==> src/rtl/rv32f_decode_issue_pkg.sv <==
// rv32f_decode_issue_pkg: RV32F op/encoding types and the combinational instruction decoder
package rv32f_decode_issue_pkg;
  typedef enum logic [4:0] {
    OP_FLW, OP_FSW, OP_FMADD, OP_FMSUB, OP_FNMSUB, OP_FNMADD,
    OP_FADD, OP_FSUB, OP_FMUL, OP_FDIV, OP_FSQRT,
    OP_FSGNJ, OP_FSGNJN, OP_FSGNJX, OP_FMIN, OP_FMAX,
    OP_FCVT_W_S, OP_FCVT_WU_S, OP_FMV_X_W, OP_FEQ, OP_FLT, OP_FLE, OP_FCLASS,
    OP_FCVT_S_W, OP_FCVT_S_WU, OP_FMV_W_X, OP_ILLEGAL
  } rv32f_op_t;
  typedef enum logic [2:0] {
    RM_RNE = 3'b000, RM_RTZ = 3'b001, RM_RDN = 3'b010, RM_RUP = 3'b011,
    RM_RMM = 3'b100, RM_DYN = 3'b111
  } rv32f_rm_t;
  localparam logic [6:0] OPC_LOAD_FP  = 7'b0000111;
  localparam logic [6:0] OPC_STORE_FP = 7'b0100111;
  localparam logic [6:0] OPC_FMADD    = 7'b1000011;
  localparam logic [6:0] OPC_FMSUB    = 7'b1000111;
  localparam logic [6:0] OPC_FNMSUB   = 7'b1001011;
  localparam logic [6:0] OPC_FNMADD   = 7'b1001111;
  localparam logic [6:0] OPC_OP_FP    = 7'b1010011;
  localparam logic [6:0] F7_FADD      = 7'b0000000;
  localparam logic [6:0] F7_FSUB      = 7'b0000100;
  localparam logic [6:0] F7_FMUL      = 7'b0001000;
  localparam logic [6:0] F7_FDIV      = 7'b0001100;
  localparam logic [6:0] F7_FSQRT     = 7'b0101100;
  localparam logic [6:0] F7_FSGNJ     = 7'b0010000;
  localparam logic [6:0] F7_FMINMAX   = 7'b0010100;
  localparam logic [6:0] F7_FCVT_W    = 7'b1100000;
  localparam logic [6:0] F7_FMV_X     = 7'b1110000;
  localparam logic [6:0] F7_FCMP      = 7'b1010000;
  localparam logic [6:0] F7_FCVT_S    = 7'b1101000;
  localparam logic [6:0] F7_FMV_W     = 7'b1111000;
  localparam logic [2:0] F3_WORD      = 3'b010;
  typedef struct packed {
    rv32f_op_t   op;
    logic [4:0]  rd;
    logic [4:0]  rs1;
    logic [4:0]  rs2;
    logic [4:0]  rs3;
    logic [2:0]  rm;
    logic [31:0] imm;
    logic        use_rs1;
    logic        use_rs2;
    logic        use_rs3;
    logic        fp_write;
    logic        int_write;
    logic        illegal;
  } rv32f_dec_t;

  function automatic rv32f_dec_t rv32f_decode(input logic [31:0] i);
    rv32f_dec_t d;
    logic [2:0] f3;
    logic [4:0] r2;
    logic rnd;
    logic bad;
    f3 = i[14:12];
    r2 = i[24:20];
    d = '0;
    d.rd = i[11:7];
    d.rs1 = i[19:15];
    d.rs2 = r2;
    d.rs3 = i[31:27];
    d.rm = f3;
    d.op = OP_ILLEGAL;
    rnd = 1'b0;
    bad = 1'b0;
    case (i[6:0])
      OPC_LOAD_FP: begin
        d.op = OP_FLW; d.imm = {{20{i[31]}}, i[31:20]}; d.fp_write = 1'b1; bad = f3 != F3_WORD;
      end
      OPC_STORE_FP: begin
        d.op = OP_FSW; d.imm = {{20{i[31]}}, i[31:25], i[11:7]}; d.use_rs2 = 1'b1; bad = f3 != F3_WORD;
      end
      OPC_FMADD, OPC_FMSUB, OPC_FNMSUB, OPC_FNMADD: begin
        // opcode bits [3:2] select among the four fused ops in enum order
        d.op = rv32f_op_t'(OP_FMADD + 5'(i[3:2]));
        {d.use_rs1, d.use_rs2, d.use_rs3, d.fp_write, rnd} = 5'b11111;
        bad = i[26:25] != 2'b00;
      end
      OPC_OP_FP: case (i[31:25])
        F7_FADD, F7_FSUB, F7_FMUL, F7_FDIV: begin
          d.op = rv32f_op_t'(OP_FADD + 5'(i[28:27]));
          {d.use_rs1, d.use_rs2, d.fp_write, rnd} = 4'b1111;
        end
        F7_FSQRT: begin
          d.op = OP_FSQRT; {d.use_rs1, d.fp_write, rnd} = 3'b111; bad = r2 != 5'd0;
        end
        F7_FSGNJ: begin
          d.op = rv32f_op_t'(OP_FSGNJ + 5'(f3[1:0])); {d.use_rs1, d.use_rs2, d.fp_write} = 3'b111; bad = f3 > 3'b010;
        end
        F7_FMINMAX: begin
          d.op = f3[0] ? OP_FMAX : OP_FMIN; {d.use_rs1, d.use_rs2, d.fp_write} = 3'b111; bad = f3 > 3'b001;
        end
        F7_FCVT_W: begin
          d.op = r2[0] ? OP_FCVT_WU_S : OP_FCVT_W_S; {d.use_rs1, d.int_write, rnd} = 3'b111; bad = r2 > 5'd1;
        end
        F7_FMV_X: begin
          d.op = f3[0] ? OP_FCLASS : OP_FMV_X_W; {d.use_rs1, d.int_write} = 2'b11;
          bad = f3 > 3'b001 || r2 != 5'd0;
        end
        F7_FCMP: begin
          d.op = f3 == 3'b010 ? OP_FEQ : f3 == 3'b001 ? OP_FLT : OP_FLE;
          {d.use_rs1, d.use_rs2, d.int_write} = 3'b111; bad = f3 > 3'b010;
        end
        F7_FCVT_S: begin
          d.op = r2[0] ? OP_FCVT_S_WU : OP_FCVT_S_W; {d.fp_write, rnd} = 2'b11; bad = r2 > 5'd1;
        end
        F7_FMV_W: begin
          d.op = OP_FMV_W_X; d.fp_write = 1'b1; bad = r2 != 5'd0;
        end
        default: bad = 1'b1;
      endcase
      default: bad = 1'b1;
    endcase
    if (rnd && (f3 == 3'b101 || f3 == 3'b110)) bad = 1'b1;
    if (bad) begin
      d.op = OP_ILLEGAL;
      d.imm = '0;
      {d.use_rs1, d.use_rs2, d.use_rs3, d.fp_write, d.int_write} = '0;
      d.illegal = 1'b1;
    end
    return d;
  endfunction
endpackage

==> src/rtl/rv32f_decode_issue_scoreboard.sv <==
// rv32f_decode_issue_scoreboard: pending-write mask over f0-f31 with RAW/WAW hazard lookup
module rv32f_decode_issue_scoreboard #(
  parameter bit SCOREBOARD_ENABLE = 1'b1,
  parameter bit WB_BYPASS = 1'b1
) (
  input  logic        clk,
  input  logic        rst,
  input  logic        set_en,
  input  logic [4:0]  set_rd,
  input  logic        wb_valid,
  input  logic [4:0]  wb_rd,
  input  logic        kill_en,
  input  logic [4:0]  kill_rd,
  input  logic [4:0]  rs1,
  input  logic [4:0]  rs2,
  input  logic [4:0]  rs3,
  input  logic [4:0]  rd,
  input  logic        use_rs1,
  input  logic        use_rs2,
  input  logic        use_rs3,
  input  logic        use_rd,
  output logic        hazard
);
  logic [31:0] pending, wb_mask, view;
  always_comb begin
    wb_mask = wb_valid ? 32'd1 << wb_rd : '0;
    view = WB_BYPASS ? pending & ~wb_mask : pending;
    hazard = SCOREBOARD_ENABLE &&
             ((use_rs1 && view[rs1]) || (use_rs2 && view[rs2]) ||
              (use_rs3 && view[rs3]) || (use_rd && view[rd]));
  end
  // clears apply first so a same-cycle set on the same register wins
  always_ff @(posedge clk)
    if (rst) pending <= '0;
    else pending <= (pending & ~wb_mask & ~(kill_en ? 32'd1 << kill_rd : '0)) |
                    (set_en ? 32'd1 << set_rd : '0);
endmodule

==> src/rtl/rv32f_decode_issue.sv <==
// rv32f_decode_issue: RV32F decode/issue stage with hazard scoreboard and one-entry output register
module rv32f_decode_issue
  import rv32f_decode_issue_pkg::*;
#(
  parameter bit SCOREBOARD_ENABLE = 1'b1,
  parameter bit WB_BYPASS = 1'b1
) (
  input  logic        clk,
  input  logic        rst,
  input  logic        inst_valid,
  output logic        inst_ready,
  input  logic [31:0] inst_data,
  input  logic [31:0] inst_pc,
  output logic        out_valid,
  input  logic        out_ready,
  output logic [4:0]  out_op,
  output logic [4:0]  out_rd,
  output logic [4:0]  out_rs1,
  output logic [4:0]  out_rs2,
  output logic [4:0]  out_rs3,
  output logic [2:0]  out_rm,
  output logic [31:0] out_imm,
  output logic [31:0] out_pc,
  output logic        out_fp_write,
  output logic        out_int_write,
  output logic        out_illegal,
  input  logic        wb_valid,
  input  logic [4:0]  wb_rd,
  input  logic        flush
);
  rv32f_dec_t dec;
  logic hazard, in_hs;
  assign dec = rv32f_decode(inst_data);
  assign inst_ready = !flush && (!out_valid || out_ready) && !hazard;
  assign in_hs = inst_valid && inst_ready;

  rv32f_decode_issue_scoreboard #(
    .SCOREBOARD_ENABLE(SCOREBOARD_ENABLE),
    .WB_BYPASS(WB_BYPASS)
  ) u_sb (
    .clk(clk),
    .rst(rst),
    .set_en(in_hs && dec.fp_write),
    .set_rd(dec.rd),
    .wb_valid(wb_valid),
    .wb_rd(wb_rd),
    .kill_en(flush && out_valid && !out_ready && out_fp_write),
    .kill_rd(out_rd),
    .rs1(dec.rs1),
    .rs2(dec.rs2),
    .rs3(dec.rs3),
    .rd(dec.rd),
    .use_rs1(dec.use_rs1),
    .use_rs2(dec.use_rs2),
    .use_rs3(dec.use_rs3),
    .use_rd(dec.fp_write),
    .hazard(hazard)
  );

  always_ff @(posedge clk)
    if (rst) begin
      out_valid <= 1'b0;
      {out_op, out_rd, out_rs1, out_rs2, out_rs3, out_rm} <= '0;
      {out_imm, out_pc, out_fp_write, out_int_write, out_illegal} <= '0;
    end else if (in_hs) begin
      out_valid <= 1'b1;
      out_op <= dec.op;
      out_rd <= dec.rd;
      out_rs1 <= dec.rs1;
      out_rs2 <= dec.rs2;
      out_rs3 <= dec.rs3;
      out_rm <= dec.rm;
      out_imm <= dec.imm;
      out_pc <= inst_pc;
      out_fp_write <= dec.fp_write;
      out_int_write <= dec.int_write;
      out_illegal <= dec.illegal;
    end else if (flush || out_ready) out_valid <= 1'b0;
endmodule

==> config.mk <==
export PLATFORM = sky130hd
export DESIGN_NAME = rv32f_decode_issue
export DESIGN_NICKNAME = d
export VERILOG_FILES = /design/src/rtl/rv32f_decode_issue_pkg.sv /design/src/rtl/rv32f_decode_issue_scoreboard.sv /design/src/rtl/rv32f_decode_issue.sv
export SDC_FILE = /design/constraint.sdc
export NUM_CORES = 1
export LEC_CHECK = 0
export CORE_UTILIZATION = 45
export CTS_CLUSTER_DIAMETER = 30
export DETAILED_ROUTE_END_ITERATION = 8
export GPL_TIMING_DRIVEN = 0
export PLACE_DENSITY = 0.86
export SYNTH_ARGS = -nofsm -noshare
export SYNTH_HDL_FRONTEND = slang
export SYNTH_SLANG_ARGS = --single-unit
==> constraint.sdc <==
create_clock -name clk -period 2.83 [get_ports clk]
set_input_delay 0.4245 -clock clk [delete_from_list [all_inputs] [get_ports clk]]
set_output_delay 0.4245 -clock clk [all_outputs]
set_load 0.02 [all_outputs]
==> results.md, run 1 <==
- Crit-path max FO: 7
- Final Core Density: 0.7522
- TritonRoute pass-1 iters: 9
- GPL Wtd Cong: 1.025
- Maximum vdd drop: 0.4451 mV
- Syn avg cell area: 7.904 sq um
- Netlist Area Pre-Place: 6782 sq um
- CP max stage delay: 640 ps
- Crit path required time: 2410 ps
- Proportion of layout cells with a drive suffix above 1: 0.3042
- Final Hold Violating Endpoints: 0
- Tcrit/Tclk final: 1.188
- Die area: 15570 sq um
- RSZ-0062 raised after global routing: yes
- Avg WL per Cell: 26.61 um
- Cell Area, Placed: 8663 sq um
- Reg-to-Reg Start: u_sb.pending[1]
- Critical path's most frequent cell: buf_8
- WHS Endpoint: out_imm[9]
- Critical path cell sequence: buf_8 -> or4b_4 -> o21ai_1 -> mux4_2 -> nand3_1 -> o211ai_1 -> a211oi_4 -> o31a_4 -> inv_4 -> buf_8 -> buf_6
- Routed vias: 9062
- Largest net degree at the start of global routing: 23
- CP max-delay cell: or4b_4
- Ys Warns: 0
- Cells after synthesis: 858
- Worst reg-to-reg setup slack: -210 ps
- CP arrival: 2940 ps
- Die Span Y: 124.8 um
- Routed WL: 33.84 mm
- Leak: 3.826 nW
- EDFF count, synth: 0
- Vias in the first global route: 7975
- Worst hold path type: flop to flop
- ANT cells: 0
- Sink Count: 108
- Detailed router's first-iteration violation count: 1624
- Core Footprint: 14640 sq um
- DP Wirelength: 20.35 mm
- PnR worst setup slack: -532.0 ps
- Synth unique cells: 72
- CP endpoint kind: primary output
- Worst slew pin tran: 1142 ps
- Number of max-cap violations: 0
- Io pins: 172
- Setup TNS: -36720 ps
- Synth Flop Type: dfxtp_1
- TritonCTS buffer count: 9
- Fin Clk Skew: 23.97 ps
- Min Hold Slack: 464.3 ps
- Slew headroom: 0.2390
- Final non-filler cell total: 1272
- Reg clk slew, reported paths: 80 ps
- Fmax: 0.2974 GHz
- Hold Path Cell Cnt: 2
- Status: finished, violations left
- Routed vias/inst: 7.124
- Root Driver: clkbuf_16
- Hold_sp: out_imm[9]
- Row Count: 44
- Dpl ws: -2043 ps
- Fin. max-slew vios: 0
- Net Count, Synth: 936
- CTS tree: yes
- CTS max path bufs: 2
- FFs w/ async S/R, synth: 0
- DRT antenna net count: 0
- Layout area overhead: 62.44%
- Total congestion overflow: 0
- Hold Buf Count CTS: 0
- Seq/Total Area, Yosys: 0.3188
- Final Cell Area: 11020 sq um
- Worst r2r dst: out_imm[6]
- Flop and latch count out of synthesis: 108
- WS Path Type: input pin to primary output
- R2R depth: 14
- CTS HTree Levels: 3
- Die X: 124.8 um
- Starting Density: 0.4631
- Final Setup Violations: 109
- Post-route minimum period: 3362 ps
- Tot Pwr: 4.098 mW
- CP Launch Type: input pin
- Failing checks: design-rule violations, negative setup slack
- PortBufs: 160
- Cell Pwr Density: 372.0 nW/um^2
- Worst skew pair latency: 380 ps
- DRC violations left: 28
- Initial antenna violation count: 0
- Global-route usage over all layers: 0.3636
- Placed cells: 1202
- First-pass GRT wire length: 44.17 mm
- # nets final: 1162
critical path: cells and delay by family:
kind	cells	cell delay, ps
buffers and inverters	4	400
AO/OA/AOI/OAI	4	1070
multiplexers	1	310
AND/OR/NAND/NOR	2	720
cell usage after synthesis (3+ instances only):
library cell | instances | area [sq um]
buf_4 | 22 | 165.2
mux4_2 | 14 | 315.3
nor2b_1 | 8 | 50.05
nand4b_1 | 10 | 87.58
nor2_1 | 42 | 157.7
dfxtp_1 | 108 | 2162
a31o_2 | 3 | 26.28
ha_1 | 3 | 37.54
nand2b_1 | 13 | 81.33
o21ai_0 | 103 | 515.5
clkbuf_1 | 54 | 202.7
or3_1 | 6 | 37.54
nand3_1 | 64 | 320.3
o32ai_1 | 3 | 26.28
and2_1 | 4 | 25.02
o41ai_1 | 10 | 87.58
o31ai_1 | 18 | 135.1
o21ai_2 | 3 | 26.28
nand3b_1 | 5 | 37.54
a32o_1 | 3 | 30.03
a311oi_1 | 3 | 26.28
o21ai_1 | 10 | 50.05
nand4bb_1 | 4 | 45.04
inv_1 | 16 | 60.06
o211ai_1 | 9 | 67.56
mux2i_1 | 25 | 250.2
nor4_1 | 4 | 25.02
mux2_2 | 4 | 45.04
a32oi_1 | 3 | 26.28
o2111ai_1 | 3 | 26.28
a211o_1 | 32 | 280.3
buf_2 | 12 | 60.06
xnor2_1 | 4 | 35.03
a211oi_1 | 7 | 52.55
a21oi_1 | 69 | 345.3
buf_1 | 5 | 18.77
o22ai_1 | 4 | 25.02
nand4_1 | 4 | 25.02
a22oi_1 | 11 | 82.58
nor3_1 | 21 | 105.1
a31oi_1 | 5 | 31.28
nand2_1 | 72 | 270.3
layer usage:
metal | global-route usage | vias up | share of wire | wire (um)
li1 | - | 3668 | - | -
met1 | 0.4482 | 4198 | 0.35 | 11950
met3 | 0.09880 | 280 | 0.13 | 4542
met2 | 0.5588 | 916 | 0.43 | 14670
met4 | 0.2338 | 0 | 0.079 | 2688
met5 | 0 | - | 0 | 0
layout make-up:
cell class,instances,area (sq um)
multi-input cells,636,5323
fillers,956,3628
repair buffers,217,2278
flip-flops and latches,108,2162
plain buffers,93,668.1
well taps,184,230.2
clock buffers,9,225.2
inverters,19,73.82
clock inverters,6,55.05
power by group:
part           switching (mW)  leakage (nW)  internal [mW]  total, mW
clock                   0.672         0.139          0.614       1.29
sequential             0.0411         0.880           1.58       1.62
combinational           0.695          2.81          0.499       1.19
sequential cells by signal, summed over array words and instances, names as in the netlist:
register,count
out_op,5
out_imm,12
out_illegal,1
out_fp_write,1
out_rs3,5
out_rd,5
u_sb.pending,32
out_rs2,5
out_valid,1
out_rs1,5
out_int_write,1
out_rm,3
out_pc,32
cell families (layout without fill, tap and decap cells):
logic type,after synthesis,count (layout),share of synthesized area
compound gates,316,316,0.2965
simple gates,269,269,0.2026
buf+inv,114,344,0.08008
flops,108,108,0.3188
mux,43,43,0.09004
xor+xnor,5,5,0.006457
fa+ha+maj,3,3,0.005536
repair_timing:
action / 4_1_cts / 5_1_grt
endpoints found under the setup margin: 109 / 106
resized for setup: 224 / 212
gates cloned: 2 / 7
setup buffers: 18 / 30
pin swaps: 19 / 79
worst max path at each step:
stage / from / to / slack (ps) / depth (start not counted)
4_1_cts: wb_rd[2] / inst_ready / -400 / 11
2_1_floorplan: wb_rd[3] / inst_ready / -30 / 9
5_1_grt: wb_rd[2] / inst_ready / -560 / 11
3_5_place_dp: wb_rd[1] / inst_ready / -2040 / 11
6_report: wb_rd[2] / inst_ready / -530 / 11
3_3_place_gp: wb_rd[1] / inst_ready / -2180 / 11
placed cells by master (no fill, tap or decap), drive strengths merged, types with 4 or more instances in the layout:
| cell | netlist | final |
|---|---|---|
| a211o | 32 | 32 |
| a211oi | 7 | 7 |
| a21oi | 69 | 69 |
| a22oi | 11 | 11 |
| a31oi | 5 | 5 |
| and2 | 5 | 5 |
| buf | 41 | 99 |
| clkbuf | 54 | 66 |
| clkdlybuf4s50 | 0 | 141 |
| clkinv | 2 | 4 |
| dfxtp | 108 | 108 |
| dlygate4sd2 | 0 | 12 |
| inv | 17 | 21 |
| mux2 | 4 | 4 |
| mux2i | 25 | 25 |
| mux4 | 14 | 14 |
| nand2 | 73 | 73 |
| nand2b | 13 | 13 |
| nand3 | 64 | 64 |
| nand3b | 5 | 5 |
| nand4 | 4 | 4 |
| nand4b | 10 | 10 |
| nand4bb | 4 | 4 |
| nor2 | 42 | 42 |
| nor2b | 8 | 8 |
| nor3 | 21 | 21 |
| nor4 | 4 | 4 |
| o211ai | 9 | 9 |
| o21ai | 116 | 116 |
| o22ai | 4 | 4 |
| o31ai | 18 | 18 |
| o41ai | 10 | 10 |
| or3 | 6 | 6 |
| xnor2 | 4 | 4 |
(Power assumes the default switching activity.)
==> run 2: changes to the inputs <==
--- a/config.mk
+++ b/config.mk
@@ -5,6 +5,7 @@
 export SDC_FILE = /design/constraint.sdc
 export NUM_CORES = 1
 export LEC_CHECK = 0
+export CAP_MARGIN = 20
 export CORE_UTILIZATION = 45
 export CTS_CLUSTER_DIAMETER = 30
 export DETAILED_ROUTE_END_ITERATION = 8
==> results of run 2 <==
No change in the layout: final DEF, timing and power equal those of run 1.
